## config.mk

```make
export PLATFORM = sky130hd
export DESIGN_NAME = dp_mem_arb2
export DESIGN_NICKNAME = d
export VERILOG_FILES = /design/src/rtl/dp_mem_arb2.sv
export SDC_FILE = /design/constraint.sdc
export NUM_CORES = 1
export LEC_CHECK = 0
export ABC_AREA = 1
export CAP_MARGIN = 20
export CORE_MARGIN = 2
export CORE_UTILIZATION = 35
export DETAILED_ROUTE_END_ITERATION = 10
export PLACE_DENSITY = 0.74
export RECOVER_POWER = 25
export SYNTH_ARGS = -nofsm -noshare
export SYNTH_HDL_FRONTEND = slang
export SYNTH_SLANG_ARGS = --single-unit
export TNS_END_PERCENT = 5
```

## constraint.sdc

```tcl
create_clock -name i_clk -period 2.1 [get_ports i_clk]
set_input_delay 0.21 -clock i_clk [delete_from_list [all_inputs] [get_ports i_clk]]
set_output_delay 0.21 -clock i_clk [all_outputs]
set_load 0.01 [all_outputs]
```

## src/rtl/dp_mem_arb2.sv

```systemverilog
// -----------------------------------------------------------------------------
// dp_mem_arb2
//
// Shares one dual-port 512x8 RAM (one write port, one read port with a
// one-cycle read latency) between two requesters:
//   A - core data path
//   B - loader / debug path
//
// The write port and the read port have separate arbiters. A read from one
// requester and a write from the other can therefore both be granted in the
// same cycle. Each port keeps its own round-robin pointer ("last winner"), so
// fairness on one port does not depend on traffic on the other.
//
// If a read and a write are granted to the same address in the same cycle,
// the write data is captured and returned for that read on the next cycle.
// This makes the result independent of the RAM's collision behaviour.
//
// Ports
//   i_clk, i_nrst                   clock, asynchronous active-low reset
//   i_x_req / i_x_we                request, 1 = write / 0 = read (x = a, b);
//                                   held stable until o_x_gnt is high
//   i_x_addr / i_x_wdata            address, write data
//   o_x_gnt                         request accepted this cycle (combinational)
//   o_x_rvalid / o_x_rdata          read data, one cycle after the read grant;
//                                   rdata is 0 when rvalid is low
//   o_mem_we/o_mem_waddr/o_mem_wdata  RAM write port (all 0 when idle)
//   o_mem_raddr                     RAM read address (0 when idle)
//   i_mem_rdata                     RAM read data, valid one cycle after raddr
// -----------------------------------------------------------------------------
module dp_mem_arb2 #(
  parameter int AW = 9,
  parameter int DW = 8
) (
  input  logic          i_clk,
  input  logic          i_nrst,

  input  logic          i_a_req,
  input  logic          i_a_we,
  input  logic [AW-1:0] i_a_addr,
  input  logic [DW-1:0] i_a_wdata,
  output logic          o_a_gnt,
  output logic          o_a_rvalid,
  output logic [DW-1:0] o_a_rdata,

  input  logic          i_b_req,
  input  logic          i_b_we,
  input  logic [AW-1:0] i_b_addr,
  input  logic [DW-1:0] i_b_wdata,
  output logic          o_b_gnt,
  output logic          o_b_rvalid,
  output logic [DW-1:0] o_b_rdata,

  output logic          o_mem_we,
  output logic [AW-1:0] o_mem_waddr,
  output logic [DW-1:0] o_mem_wdata,
  output logic [AW-1:0] o_mem_raddr,
  input  logic [DW-1:0] i_mem_rdata
);

  // Identifies which requester most recently won a port.
  typedef enum logic {
    SEL_A = 1'b0,
    SEL_B = 1'b1
  } sel_e;

  // ---------------------------------------------------------------------------
  // State
  // ---------------------------------------------------------------------------
  sel_e          r_wr_last;   // last winner on the write port
  sel_e          r_rd_last;   // last winner on the read port
  logic          r_a_rvalid;  // read data for A is due this cycle
  logic          r_b_rvalid;  // read data for B is due this cycle
  logic          r_byp;       // this cycle's read data comes from r_byp_data
  logic [DW-1:0] r_byp_data;  // write data captured on a same-address collision

  // ---------------------------------------------------------------------------
  // Arbitration
  // ---------------------------------------------------------------------------
  logic w_a_wr_cand, w_b_wr_cand;
  logic w_a_rd_cand, w_b_rd_cand;
  logic w_wr_gnt_a, w_wr_gnt_b;
  logic w_rd_gnt_a, w_rd_gnt_b;
  logic w_wr_any, w_rd_any;
  logic w_byp_hit;

  assign w_a_wr_cand = i_a_req &  i_a_we;
  assign w_b_wr_cand = i_b_req &  i_b_we;
  assign w_a_rd_cand = i_a_req & ~i_a_we;
  assign w_b_rd_cand = i_b_req & ~i_b_we;

  // A lone candidate always wins. Under contention the requester that did not
  // win last time on this port is granted.
  assign w_wr_gnt_a = w_a_wr_cand & (~w_b_wr_cand | (r_wr_last == SEL_B));
  assign w_wr_gnt_b = w_b_wr_cand & (~w_a_wr_cand | (r_wr_last == SEL_A));
  assign w_rd_gnt_a = w_a_rd_cand & (~w_b_rd_cand | (r_rd_last == SEL_B));
  assign w_rd_gnt_b = w_b_rd_cand & (~w_a_rd_cand | (r_rd_last == SEL_A));

  assign w_wr_any = w_wr_gnt_a | w_wr_gnt_b;
  assign w_rd_any = w_rd_gnt_a | w_rd_gnt_b;

  // A requester is only ever on one port in a given cycle, so its grant is
  // simply the OR of the two port grants.
  assign o_a_gnt = w_wr_gnt_a | w_rd_gnt_a;
  assign o_b_gnt = w_wr_gnt_b | w_rd_gnt_b;

  // ---------------------------------------------------------------------------
  // Memory-side muxing
  // ---------------------------------------------------------------------------
  // NOTE: every output of this block is given a default before the if/else
  // chain, so no path leaves a signal unassigned and no latch is inferred.
  always_comb begin
    o_mem_we    = 1'b0;
    o_mem_waddr = '0;
    o_mem_wdata = '0;
    o_mem_raddr = '0;

    if (w_wr_gnt_a) begin
      o_mem_we    = 1'b1;
      o_mem_waddr = i_a_addr;
      o_mem_wdata = i_a_wdata;
    end else if (w_wr_gnt_b) begin
      o_mem_we    = 1'b1;
      o_mem_waddr = i_b_addr;
      o_mem_wdata = i_b_wdata;
    end

    if (w_rd_gnt_a) begin
      o_mem_raddr = i_a_addr;
    end else if (w_rd_gnt_b) begin
      o_mem_raddr = i_b_addr;
    end
  end

  // Same-cycle read and write to one address: the RAM's answer for the read is
  // undefined (or old data), so the write data is forwarded instead.
  assign w_byp_hit = w_wr_any & w_rd_any & (o_mem_waddr == o_mem_raddr);

  // ---------------------------------------------------------------------------
  // State update
  // ---------------------------------------------------------------------------
  // NOTE: all state in this block is assigned with non-blocking (<=) so every
  // register samples the pre-edge values, independent of statement order.
  // The bypass data register is small and is reset with everything else so
  // that no output can ever show stale or X data after reset.
  always_ff @(posedge i_clk or negedge i_nrst) begin
    if (!i_nrst) begin
      r_wr_last  <= SEL_B;
      r_rd_last  <= SEL_B;
      r_a_rvalid <= 1'b0;
      r_b_rvalid <= 1'b0;
      r_byp      <= 1'b0;
      r_byp_data <= '0;
    end else begin
      // Pointers move only when their port actually grants.
      if (w_wr_gnt_a) begin
        r_wr_last <= SEL_A;
      end else if (w_wr_gnt_b) begin
        r_wr_last <= SEL_B;
      end

      if (w_rd_gnt_a) begin
        r_rd_last <= SEL_A;
      end else if (w_rd_gnt_b) begin
        r_rd_last <= SEL_B;
      end

      // One-cycle read latency: the grant cycle's flag becomes the rvalid pulse.
      r_a_rvalid <= w_rd_gnt_a;
      r_b_rvalid <= w_rd_gnt_b;

      r_byp <= w_byp_hit;
      if (w_byp_hit) begin
        r_byp_data <= o_mem_wdata;
      end
    end
  end

  // ---------------------------------------------------------------------------
  // Read return
  // ---------------------------------------------------------------------------
  // At most one read is granted per cycle, so one shared return value serves
  // both requesters; the rvalid flags steer and gate it.
  logic [DW-1:0] w_ret_data;

  assign w_ret_data = r_byp ? r_byp_data : i_mem_rdata;

  assign o_a_rvalid = r_a_rvalid;
  assign o_b_rvalid = r_b_rvalid;
  assign o_a_rdata  = r_a_rvalid ? w_ret_data : '0;
  assign o_b_rdata  = r_b_rvalid ? w_ret_data : '0;

endmodule

```

After elaboration in Yosys (flattened, before gate mapping)
Cells that the tools add are included.
{"block": "op_classes", "n_shift": 0, "n_eq_ne": 1, "multipliers": 0, "add_sub_neg": 0, "n_lt_le_gt_ge": 0, "mux": 15, "div": 0, "n_reduce_logical": 2, "bitwise": 26}
{"cell": "$mux W8", "n": 5}
{"cell": "$mux W9", "n": 4}
{"cell": "$and A1 B1 Y1", "n": 10}
{"cell": "$eq A9 B9 Y1", "n": 1}
{"cell": "$not A1 Y1", "n": 8}
{"cell": "$or A1 B1 Y1", "n": 8}
{"cell": "$mux W1", "n": 6}
{"cell": "$reduce_bool A2 Y1", "n": 2}
{"block": "totals", "out_inout_bits": 47, "regBits": 13, "n_memories": 0, "inputBits": 48, "ram_bits": 0, "latchBits": 0, "romBits": 0}

Logic depth before layout (Yosys ltp)
{"block": "logic_depth", "word_depth": 9, "ltp_mapped": 13}

Worst setup path after synthesis
No wires, ideal clock.
{"block": "synth_path", "path_type": "register to register", "from": "register r_wr_last", "to": "register r_byp_data[0]", "setup_time_ns": 0.121, "synth_period_minus_slack_ns": 1.693, "n_path_buf": 1, "t_arrival_ns": 1.572, "stages_incl_launch_ff": 13, "slack_ns": 0.407, "cell_sequence": "dfstp_2 -> inv_1 -> nand3_2 -> buf_2 -> nand3_1 -> o21ai_1 -> nand2_1 -> nand2_1 -> nor2_2 -> nand2_4 -> inv_4 -> nand3_1 -> nand2_1"}
{"block": "synth_via", "elab_chain_cells": 7, "elab_cells_between_ends": 13, "cone_classes": "eq/ne (1); mux (4); bitwise (8)"}
{"element": "start, declared", "line_no": "69", "rtl": "sel_e r_wr_last;"}
{"element": "start signal, assigned", "line_no": "147", "rtl": "r_wr_last <= SEL_B;"}
{"element": "start signal, assigned", "line_no": "156", "rtl": "r_wr_last <= SEL_A;"}
{"element": "start signal, assigned", "line_no": "158", "rtl": "r_wr_last <= SEL_B;"}
{"element": "$not A1 Y1", "line_no": "94", "rtl": "assign w_wr_gnt_b = w_b_wr_cand & (~w_a_wr_cand | (r_wr_last == SEL_A));"}
{"element": "$or A1 B1 Y1", "line_no": "94"}
{"element": "$and A1 B1 Y1", "line_no": "94"}
{"element": "$mux W9", "line_no": "121", "rtl": "end else if (w_wr_gnt_b) begin"}
{"element": "$mux W9 *", "line_no": "117", "rtl": "if (w_wr_gnt_a) begin"}
{"element": "via o_mem_waddr[2]", "line_no": "54", "rtl": "output logic [AW-1:0] o_mem_waddr,"}
{"element": "$eq A9 B9 Y1 *", "line_no": "136", "rtl": "assign w_byp_hit = w_wr_any & w_rd_any & (o_mem_waddr == o_mem_raddr);"}
{"element": "$and A1 B1 Y1 *", "line_no": "136"}
{"element": "end signal, assigned", "line_no": "173", "rtl": "r_byp_data <= o_mem_wdata;"}
{"element": "end, declared", "line_no": "74", "rtl": "logic [DW-1:0] r_byp_data;"}
The timed path passes the listed nets; every way through them passes the cells marked *.
A chain may end at the register's enable or synchronous reset.

Worst setup path after layout
{"block": "layout_path", "from": "register r_wr_last", "to": "output port o_mem_wdata[0]"}
{"block": "layout_via", "elab_chain_cells": 5, "elab_cells_between_ends": 7, "cone_classes": "mux (2); bitwise (5)"}
{"element": "$not A1 Y1", "line_no": "94"}
{"element": "$or A1 B1 Y1", "line_no": "94"}
{"element": "$and A1 B1 Y1", "line_no": "94"}
{"element": "$mux W8", "line_no": "121"}
{"element": "$mux W8 *", "line_no": "117"}
{"element": "end, declared", "line_no": "55", "rtl": "output logic [DW-1:0] o_mem_wdata,"}
Mark *: on every way between the ends. The rest lies on a longest branch, timed or not.

==> qor.txt <==
PortBufs -> 94
commonest non-fill, non-tap cells in the layout -> 83 x clkdlybuf4s50_1, 59 x nand2_1, 41 x nand3_1
Via density -> 4.94
setup bufs post-CTS -> 0
Pins Over Slew Limit -> 0
Syn. warnings -> 0
Num CTS Buffers -> 3
Pleak -> 1.42 nW
#FFs+latches synth -> 13
layout net count -> 418
first drt pass iteration count -> 4
most common cell after layout, fill and taps aside -> clkdlybuf4s50_1
Diodes inserted -> 0
Die ar. -> 5430 um2
number of global-route vias before repair -> 1,894
routed wire length per instance -> 12.5 um
first-pass GRT wire length -> 8.25 mm
pre-CTS setup slack -> -0.155 ns
Root Buffer -> clkbuf_8
HP Class -> primary input to asynchronous set/reset pin
worst skew pair latency -> 0.24 ns
Worst setup EP type -> output port
Routability Congestion -> 0.880
setup_tns -> 0 ns
worst vdd ir -> 0.238 mV
Rel. slew slack -> 0.619
Critical-path top delay cell -> dfstp_2
post-route design area -> 2920 um2
Final Setup Violations -> 0
Setup CP Type -> flip-flop to output port
antenna violations before repair -> 0
CTS tree -> yes
period utilisation layout -> 0.998
Pwr Density -> 464 nW/um2
fmax -> 0.477 GHz
Die Y -> 73.7 um
Cell Chain, Critical Path -> nand3_4 > a32o_1 > clkdlybuf4s50_1
max incr delay on CP -> 0.55 ns
share of layout cells above drive strength 1 -> 0.236
crit path DAT -> 1.89 ns
pin count of the biggest net entering global routing -> 17
power consumption -> 1.35 mW
Starting Density -> 0.362
core footprint -> 4690 um2
area grow syn2layout -> 71.4%
Seq/Total Area, Yosys -> 0.193
skew final -> 0.000404 ns
Die Width -> 73.7 um
HPWL after DPL -> 4.34 mm
Routed WL -> 5.27 mm
syn_nets -> 302
Clock transition at path regs -> 0.05 ns
Routed Antenna Nets -> 0
GRT overflow -> 0
fillers -> 457
status -> completed
Syn Inst Count -> 254
GR Util All Layers -> 0.190
number of DRC markers in iteration 0 -> 93
number of H-tree levels -> 1
Top Ports -> 95
row count -> 25
Tightest Pin Transition -> 0.570 ns
maximum capacitance violations -> 0
Placed Area -> 2860 um2
CP max FO -> 16
unrepaired setup endpoints after global routing -> true
CP required -> 1.89 ns
Tmin final -> 2.10 ns
setup ws final -> 0.00327 ns
Mapped Avg Cell Area -> 6.69 um2
final std cells w/o fill -> 423
final hold vios -> 0
placed cells -> 419
unique cell type count in the Yosys netlist -> 27
drt drc -> 0
CTS max path bufs -> 2
via count -> 2,090
CP Launch Type -> flip-flop
total clock sinks -> 13
Mapped Area -> 1700 um2
layer usage:
layer  up-vias  part of all wire  wire, um  GRT usage
li1       1055                 -         -          -
met1       953              0.43      2280      0.238
met2        73              0.49      2570      0.327
met3         9             0.065       343     0.0329
met4         0             0.016        85     0.0667
met5         -                 0         0          0
report_power, final:
part           switching, mW  leakage, nW  internal, mW  total (mW)
combinational          0.383         1.26         0.374       0.757
sequential            0.0269        0.146         0.344       0.370
clock                 0.0895       0.0228         0.134       0.224
total                  0.499         1.42         0.852        1.35
stage by stage:
step,hold WS [ns],util
5_1_grt,0.450,0.621
3_5_place_dp,0.536,0.609
6_report,0.401,0.621
3_3_place_gp,0.547,0.609
2_1_floorplan,-0.0856,-
4_1_cts,0.355,0.618
logic make-up (layout without fill, tap and decap cells):
| logic type | Yosys count | count (layout) | synth area share |
|---|---|---|---|
| simple gates | 165 | 165 | 0.547 |
| compound gates | 30 | 30 | 0.124 |
| flops | 13 | 13 | 0.193 |
| buf+inv | 46 | 161 | 0.136 |
flip-flops by register name (all words and copies together) (netlist names):
signal and count:
r_byp_data 8, o_b_rvalid 1, o_a_rvalid 1, r_byp 1, r_rd_last 1, r_wr_last 1
worst paths after layout:
path | slack, ns | from | cells after the start | endpoint
worst min-delay path | 0.40 | i_nrst | 1 | o_a_rvalid$_DFF_PN0_
max in group asynchronous | 1.33 | i_nrst | 1 | r_wr_last$_DFFE_PN1P_
worst max-delay path | 0.003 | r_wr_last$_DFFE_PN1P_ | 3 | o_mem_wdata[0]
worst min register to register | 0.55 | r_wr_last$_DFFE_PN1P_ | 2 | r_wr_last$_DFFE_PN1P_
worst max register to register | 0.25 | r_rd_last$_DFFE_PN1N_ | 9 | r_byp_data[1]$_DFFE_PN0P_
min in group i_clk | 0.55 | r_wr_last$_DFFE_PN1P_ | 2 | r_wr_last$_DFFE_PN1P_
synth_stat cells, drive strengths merged:
library cell  number  area (um2)
dfstp              2        52.6
buf                9        88.8
o21bai             8        60.1
dfrtp             11         275
nand2             78         358
nand3             56         380
a32o               8        80.1
nor2              30         185
o21ai             14        70.1
clkbuf             1        3.75
inv               34         130
nand3b             1        7.51
clkinv             2        8.75
worst max-delay path: cells and delay by family, from the launching register on:
kind                   cells  cell delay, ns
DFF                        1            0.55
buffers and inverters      1            0.48
AOI/OAI and AO/OA          1            0.38
and+or+nand+nor            1            0.23
repair_timing:
| item | CTS | global route |
|---|---|---|
| resized for setup | 10 | 8 |
| pin swaps | 1 | 1 |
| hold buffers | 0 | 0 |
| setup endpoints to repair | 27 | 18 |
layout make-up:
class,count,area (um2),share of cell area
Inverter,36,141,0.0485
Multi-Input combinational cell,195,1150,0.396
Tap cell,54,67.6,0.0232
Clock buffer,4,45.0,0.0155
Timing Repair Buffer,121,1180,0.405
Sequential cell,13,328,0.112
No activity file was read; power rests on OpenSTA's default activity.
